<file path="config.mk">
export PLATFORM = sky130hd
export DESIGN_NAME = control_acumulador
export DESIGN_NICKNAME = d
export VERILOG_FILES = /design/src/rtl/control_acumulador_pkg.sv /design/src/rtl/control_acumulador_contador_taps.sv /design/src/rtl/control_acumulador.sv
export SDC_FILE = /design/constraint.sdc
export NUM_CORES = 1
export LEC_CHECK = 0
export CAP_MARGIN = 0
export CORE_AREA = 2 2 39 41
export DETAILED_ROUTE_END_ITERATION = 7
export DIE_AREA = 0 0 41 43
export SLEW_MARGIN = 20
export SYNTH_ARGS = -nofsm -noshare
export SYNTH_HDL_FRONTEND = slang
export SYNTH_HIERARCHICAL = 1
export SYNTH_SLANG_ARGS = --single-unit
</file>
<file path="constraint.sdc">
create_clock -name clk -period 4.1 [get_ports clk]
set_input_delay 0.615 -clock clk [delete_from_list [all_inputs] [get_ports clk]]
set_output_delay 0.615 -clock clk [all_outputs]
set_load 0.05 [all_outputs]
</file>
<file path="src/rtl/control_acumulador_pkg.sv">
// ============================================================================
// Module   : control_acumulador_pkg
// Purpose  : State encoding and overrun-counter constants for the MAC sequencer.
// Revision : 1.0
// ============================================================================
`default_nettype none

package control_acumulador_pkg;

    typedef enum logic [1:0] {
        REPOSO   = 2'd0,
        DESPLAZA = 2'd1,
        ACUMULA  = 2'd2,
        LISTO    = 2'd3
    } estado_t;

    localparam int                   CNT_SOB_W   = 8;
    localparam logic [CNT_SOB_W-1:0] CNT_SOB_MAX = 8'd255;

endpackage

`default_nettype wire

</file>
<file path="src/rtl/control_acumulador_contador_taps.sv">
// ============================================================================
// Module   : contador_taps
// Purpose  : Tap index counter with load-to-zero, enable and terminal flag.
// Revision : 1.0
// ============================================================================
`default_nettype none

module contador_taps #(
    parameter int N_TAPS = 4,
    parameter int IDX_W  = 2
) (
    input  logic             clk,
    input  logic             rst,
    input  logic             cargar,
    input  logic             habilitar,
    output logic [IDX_W-1:0] cuenta,
    output logic             terminal
);

    always_ff @(posedge clk or negedge rst) begin
        if (!rst) begin
            cuenta <= '0;
        end else if (cargar) begin
            cuenta <= '0;
        end else if (habilitar) begin
            cuenta <= cuenta + 1'b1;
        end
    end

    assign terminal = (cuenta == IDX_W'(N_TAPS - 1));

endmodule

`default_nettype wire

</file>
<file path="src/rtl/control_acumulador.sv">
// ============================================================================
// Module   : control_acumulador
// Purpose  : Sequencer for the filter MAC datapath (shift, clear, accumulate,
//            done) with sticky overrun detection. Optional macro:
//            CONTADOR_SOBRECARGA_EN adds a saturating overrun counter.
// Revision : 1.0
// ============================================================================
`default_nettype none

module control_acumulador
    import control_acumulador_pkg::*;
#(
    parameter int N_TAPS = 4,
    parameter int IDX_W  = 2
) (
    input  logic             clk,
    input  logic             rst,
    input  logic             muestra,
    input  logic             habilitar,
    input  logic             borrar_sob,
    output logic [IDX_W-1:0] sel,
    output logic             desplazar,
    output logic             limpiar,
    output logic             acumular,
    output logic             listo,
    output logic             ocupado,
    output logic             sobrecarga
`ifdef CONTADOR_SOBRECARGA_EN
    ,
    output logic [CNT_SOB_W-1:0] cnt_sobrecarga
`endif
);

    estado_t estado;
    estado_t estado_sig;
    logic    acepta;
    logic    desborde;
    logic    fin_taps;
    logic    cargar_taps;
    logic    avanzar_taps;

    assign acepta       = muestra & habilitar;
    // A strobe is only safe in REPOSO or LISTO; anywhere else it is dropped.
    assign desborde     = acepta & ((estado == DESPLAZA) | (estado == ACUMULA));
    assign avanzar_taps = (estado == ACUMULA);
    assign cargar_taps  = (estado != ACUMULA) | fin_taps;

    contador_taps #(
        .N_TAPS (N_TAPS),
        .IDX_W  (IDX_W)
    ) u_contador_taps (
        .clk       (clk),
        .rst       (rst),
        .cargar    (cargar_taps),
        .habilitar (avanzar_taps),
        .cuenta    (sel),
        .terminal  (fin_taps)
    );

    always_ff @(posedge clk or negedge rst) begin
        if (!rst) begin
            estado <= REPOSO;
        end else begin
            estado <= estado_sig;
        end
    end

    always_comb begin
        estado_sig = estado;
        unique case (estado)
            REPOSO:   if (acepta) estado_sig = DESPLAZA;
            DESPLAZA: estado_sig = ACUMULA;
            ACUMULA:  if (fin_taps) estado_sig = LISTO;
            LISTO:    estado_sig = acepta ? DESPLAZA : REPOSO;
            default:  estado_sig = REPOSO;
        endcase
    end

    // Strobes decode from the next state so they line up with the state register.
    always_ff @(posedge clk or negedge rst) begin
        if (!rst) begin
            desplazar <= 1'b0;
            limpiar   <= 1'b0;
            acumular  <= 1'b0;
            listo     <= 1'b0;
            ocupado   <= 1'b0;
        end else begin
            desplazar <= (estado_sig == DESPLAZA);
            limpiar   <= (estado_sig == DESPLAZA);
            acumular  <= (estado_sig == ACUMULA);
            listo     <= (estado_sig == LISTO);
            ocupado   <= (estado_sig != REPOSO);
        end
    end

    always_ff @(posedge clk or negedge rst) begin
        if (!rst) begin
            sobrecarga <= 1'b0;
        end else if (desborde) begin
            sobrecarga <= 1'b1;
        end else if (borrar_sob) begin
            sobrecarga <= 1'b0;
        end
    end

`ifdef CONTADOR_SOBRECARGA_EN
    always_ff @(posedge clk or negedge rst) begin
        if (!rst) begin
            cnt_sobrecarga <= '0;
        end else if (desborde) begin
            if (borrar_sob) begin
                cnt_sobrecarga <= CNT_SOB_W'(1);
            end else if (cnt_sobrecarga != CNT_SOB_MAX) begin
                cnt_sobrecarga <= cnt_sobrecarga + 1'b1;
            end
        end else if (borrar_sob) begin
            cnt_sobrecarga <= '0;
        end
    end
`endif

endmodule

`default_nettype wire

</file>
# Word-level counts from Yosys, hierarchy flattened
# Cells that the tools add are included.
[totals]
in_bits = 5
ff_bits = 9
elab_cells = 32
output_inout_bits = 8
[classes]
n_mux = 8
eq_ne = 8
bitwise = 4
addsub = 1
reduce_logical = 4
[op_table]
columns = ["operator", "n"]
rows = [
  ["$eq 2x2->1 const B", 5],
  ["$mux 2", 4],
  ["$pmux 2 s4", 1],
  ["$reduce_bool 2->1", 3],
  ["$eq 2x1->1 const B", 2],
  ["$mux 1", 3],
  ["$add 2x1->2 const B", 1],
  ["$and 1x1->1", 2],
  ["$logic_not 2->1", 1],
  ["$ne 2x2->1 const B", 1],
  ["$or 1x1->1", 2],
]

# Logic depth before layout (Yosys ltp)
[depth]
ltp_word = 4
mapped_depth = 5
ltp_nobuf = 5

# Cells and area by module
# Netlist, hierarchy kept.
[by_module_without_submodules]
columns = ["mod", "seq_area_each_um2", "area_each_um2", "instances", "cells_each"]
rows = [
  ["control_acumulador", 175.2, 337.8, 1, 29],
  ["contador_taps", 50.0, 88.8, 1, 7],
]

# Worst setup path after synthesis
# No wires, ideal clock.
[synth_path]
path_type = "reg2out"
start = "reg limpiar"
end = "out limpiar"
required_time_ps = 3485
stages_incl_launch_ff = 2
slack_ps = 2599
n_path_buf = 1
arrival_time_ps = 886
path_cell_list = "dfrtp_1 -> buf_4"
[synth_lines]
columns = ["element", "line_no", "rtl"]
rows = [
  ["from (decl)", "control_acumulador.sv:23", "output logic limpiar,"],
  ["from (signal assigned)", "control_acumulador.sv:89", "limpiar <= (estado_sig == DESPLAZA);"],
]
# No word-level cell between the ends.

# Worst setup path in the final report
[layout_path]
start = "reg u_contador_taps.cuenta[0]"
end = "out sel[0]"
[layout_lines]
columns = ["element", "line_no", "rtl"]
rows = [
  ["from (decl)", "control_acumulador_contador_taps.sv:16", "output logic [IDX_W-1:0] cuenta,"],
  ["from (signal assigned)", "control_acumulador_contador_taps.sv:26", "cuenta <= cuenta + 1'b1;"],
  ["to (decl)", "control_acumulador.sv:21", "output logic [IDX_W-1:0] sel,"],
]
# No word-level cell between the ends.

==> flow_metrics.tcl <==
set metrics [dict create \
    via_per_inst 4.31 \
    area_delta_synth_final_pct 37.2 \
    fin_worst_skew_ps 7.56 \
    crit_fanout 3 \
    crit_buf_inv 1 \
    clk_pin_slew_ps 70 \
    startpoint_type "register" \
    hold_viol 0 \
    place.port_buffers 12 \
    initial_core_util 0.308 \
    critPathRequiredTime_ps 3480 \
    dp_slack_ps 2310 \
    layout_common_cells "clkdlybuf4s50_1, dfrtp_1, inv_1, ha_1, clkbuf_4" \
    maxCapViolations 0 \
    grt_pass1_vias 266 \
    crit_arrival_ps 1460 \
    peakVddDrop_v 0.000284 \
    setup_viol 0 \
    wl_per_cell_um 10.5 \
    grt_usage 0.0994 \
    core_sq_um 1380 \
    finalCriticalPeriod_ps 2080 \
    fin_crit_sh 0.506 \
    tns_ps 0 \
    drt_iter0_drc 2 \
    rows 14 \
    cpMaxStageDelayCell "clkdlybuf4s50_1" \
    slew_headroom 0.671 \
    drc_errors 0 \
    slowest_delay_ps 820 \
    cts_root_buffer "clkbuf_4" \
    layout-drive-gt1-share 0.118 \
    layout.nets 61 \
    dr_total_vias 289 \
    clk_latency_ps 260 \
    fin_util 0.423 \
    cts_made_buffers 3 \
    yosysWarnings 6 \
    cp_top_family "buffers and inverters" \
    synth.distinct_cells 18 \
    hp-class "register to register" \
    ys_seq_area_frac 0.528 \
    rsz0062_at_grt "false" \
    fin_ws_ps 2020 \
    finalMaxSlewViolations 0 \
    avgSynthCellArea_sq_um 11.9 \
    hpwl_um 522 \
    drt_wl_total_um 702 \
    cts.path.max_buffers 2 \
    syn_nets 45 \
    post_cts_buffers 0 \
    outcome "finished, final reports clean" \
    synth_seq_cells 9 \
    io_pins 13 \
    p_per_area_nw_per_um2 900 \
    antenna_found_initial 0 \
    cts_hold_buf 0 \
    die-width_um 41 \
    dr.pass1.iters 2 \
    place_congestion 0.723 \
    grt_pass1_wl_um 1150 \
    die_h_um 43 \
    die_area_sq_um 1760 \
    end_kind "primary output" \
    cts_tree "done" \
    cts_sinks 9 \
    crit_path_cell_trace "clkdlybuf4s50_1" \
    grt_max_degree 10 \
    gr-total-overflow 0 \
    cts_resized 0 \
    ant_nets 0 \
    ctsHtreeMaxLevel 1 \
    fmax_mhz 482 \
    worstSetupPathType "register to primary output" \
    syn-cell-area_sq_um 427 \
    synthCells 36 \
    worst_slew_pin_slew_ps 492 \
    total_leakage_power_nw 0.279 \
    final_common_cell "clkdlybuf4s50_1" \
    antennaDiodeCount 0 \
]
power breakdown:
group / internal, mW / total (mW) / switching (mW)
clock network: 0.0375 / 0.0687 / 0.0312
logic: 0.116 / 0.308 / 0.193
registers: 0.126 / 0.150 / 0.0238
total: 0.279 / 0.527 / 0.248
layer usage:
metal	part of all wire	global-route usage	vias up	routed length [um]
li1	-	-	151	-
met5	0	0	-	0
met4	0	0.0600	0	0
met2	0.45	0.125	10	316
met3	0.077	0.0314	0	54
met1	0.47	0.143	128	331
through the flow:
| stage | cells | hold slack (ps) | area [sq um] | power [mW] |
|---|---|---|---|---|
| after CTS | 67 | 529 | 586 | 0.536 |
| after global placement | 63 | 513 | 559 | 0.462 |
| after global routing | 67 | 575 | 586 | 0.565 |
| after detailed placement | 63 | 516 | 559 | 0.463 |
| after floorplan | 36 | 319 | 427 | 0.378 |
| final | 67 | 525 | 586 | 0.527 |
synthesized netlist by cell type:
library cell / count / area (sq um)
ha_1: 4 / 50.1
a21oi_1: 1 / 5.00
a21boi_2: 1 / 11.3
mux2i_1: 1 / 10.0
dfrtp_1: 9 / 225
a21boi_1: 1 / 7.51
nand3_1: 2 / 10.0
nand2b_1: 2 / 12.5
nor2_1: 2 / 7.51
inv_1: 4 / 15.0
nor2b_1: 1 / 6.26
nand2_1: 1 / 3.75
o21ai_0: 1 / 5.00
o211ai_1: 1 / 7.51
o22ai_2: 2 / 25.0
xnor2_1: 1 / 8.76
buf_4: 1 / 7.51
and3b_1: 1 / 8.76
registers in the layout (all words and copies together), names as in the netlist:
register / flops
u_contador_taps/cuenta: 2
acumular: 1
limpiar: 1
sobrecarga: 1
ocupado: 1
estado: 2
listo: 1
final cells by class:
class	instances	area (sq um)
clock buffer	4	26.3
tap	16	20.0
multi-input combinational	22	179
sequential	9	225
timing repair buffer	12	120
fill	136	798
inverter	4	15.0
path summary, 6_finish.rpt:
path,to,startpoint,slack [ps],depth (start not counted)
hold / removal,sobrecarga,sobrecarga,520,2
max in group asynchronous,ocupado,rst,3160,1
hold reg to reg,sobrecarga,sobrecarga,520,2
min in group asynchronous,sobrecarga,rst,650,1
setup / recovery,sel[0],u_contador_taps/cuenta[0],2020,1
setup reg to reg,acumular,estado[0],2650,5
logic make-up (layout without fill, tap and decap cells):
family	count (synthesis)	after routing	share of synthesized area
buf+inv	5	20	0.0528
mux	1	1	0.0235
flops	9	9	0.528
xor+xnor	1	1	0.0205
simple gates	9	9	0.114
compound gates	7	7	0.144
fa+ha+maj	4	4	0.117
worst reg2reg max path, delay by kind of cell, from the launching register on:
family | cells | cell delay [ps]
fa+ha+maj | 1 | 290
flops | 1 | 420
compound gates | 1 | 170
simple gates | 2 | 380
buf+inv | 1 | 90
(Power assumes the default switching activity.)
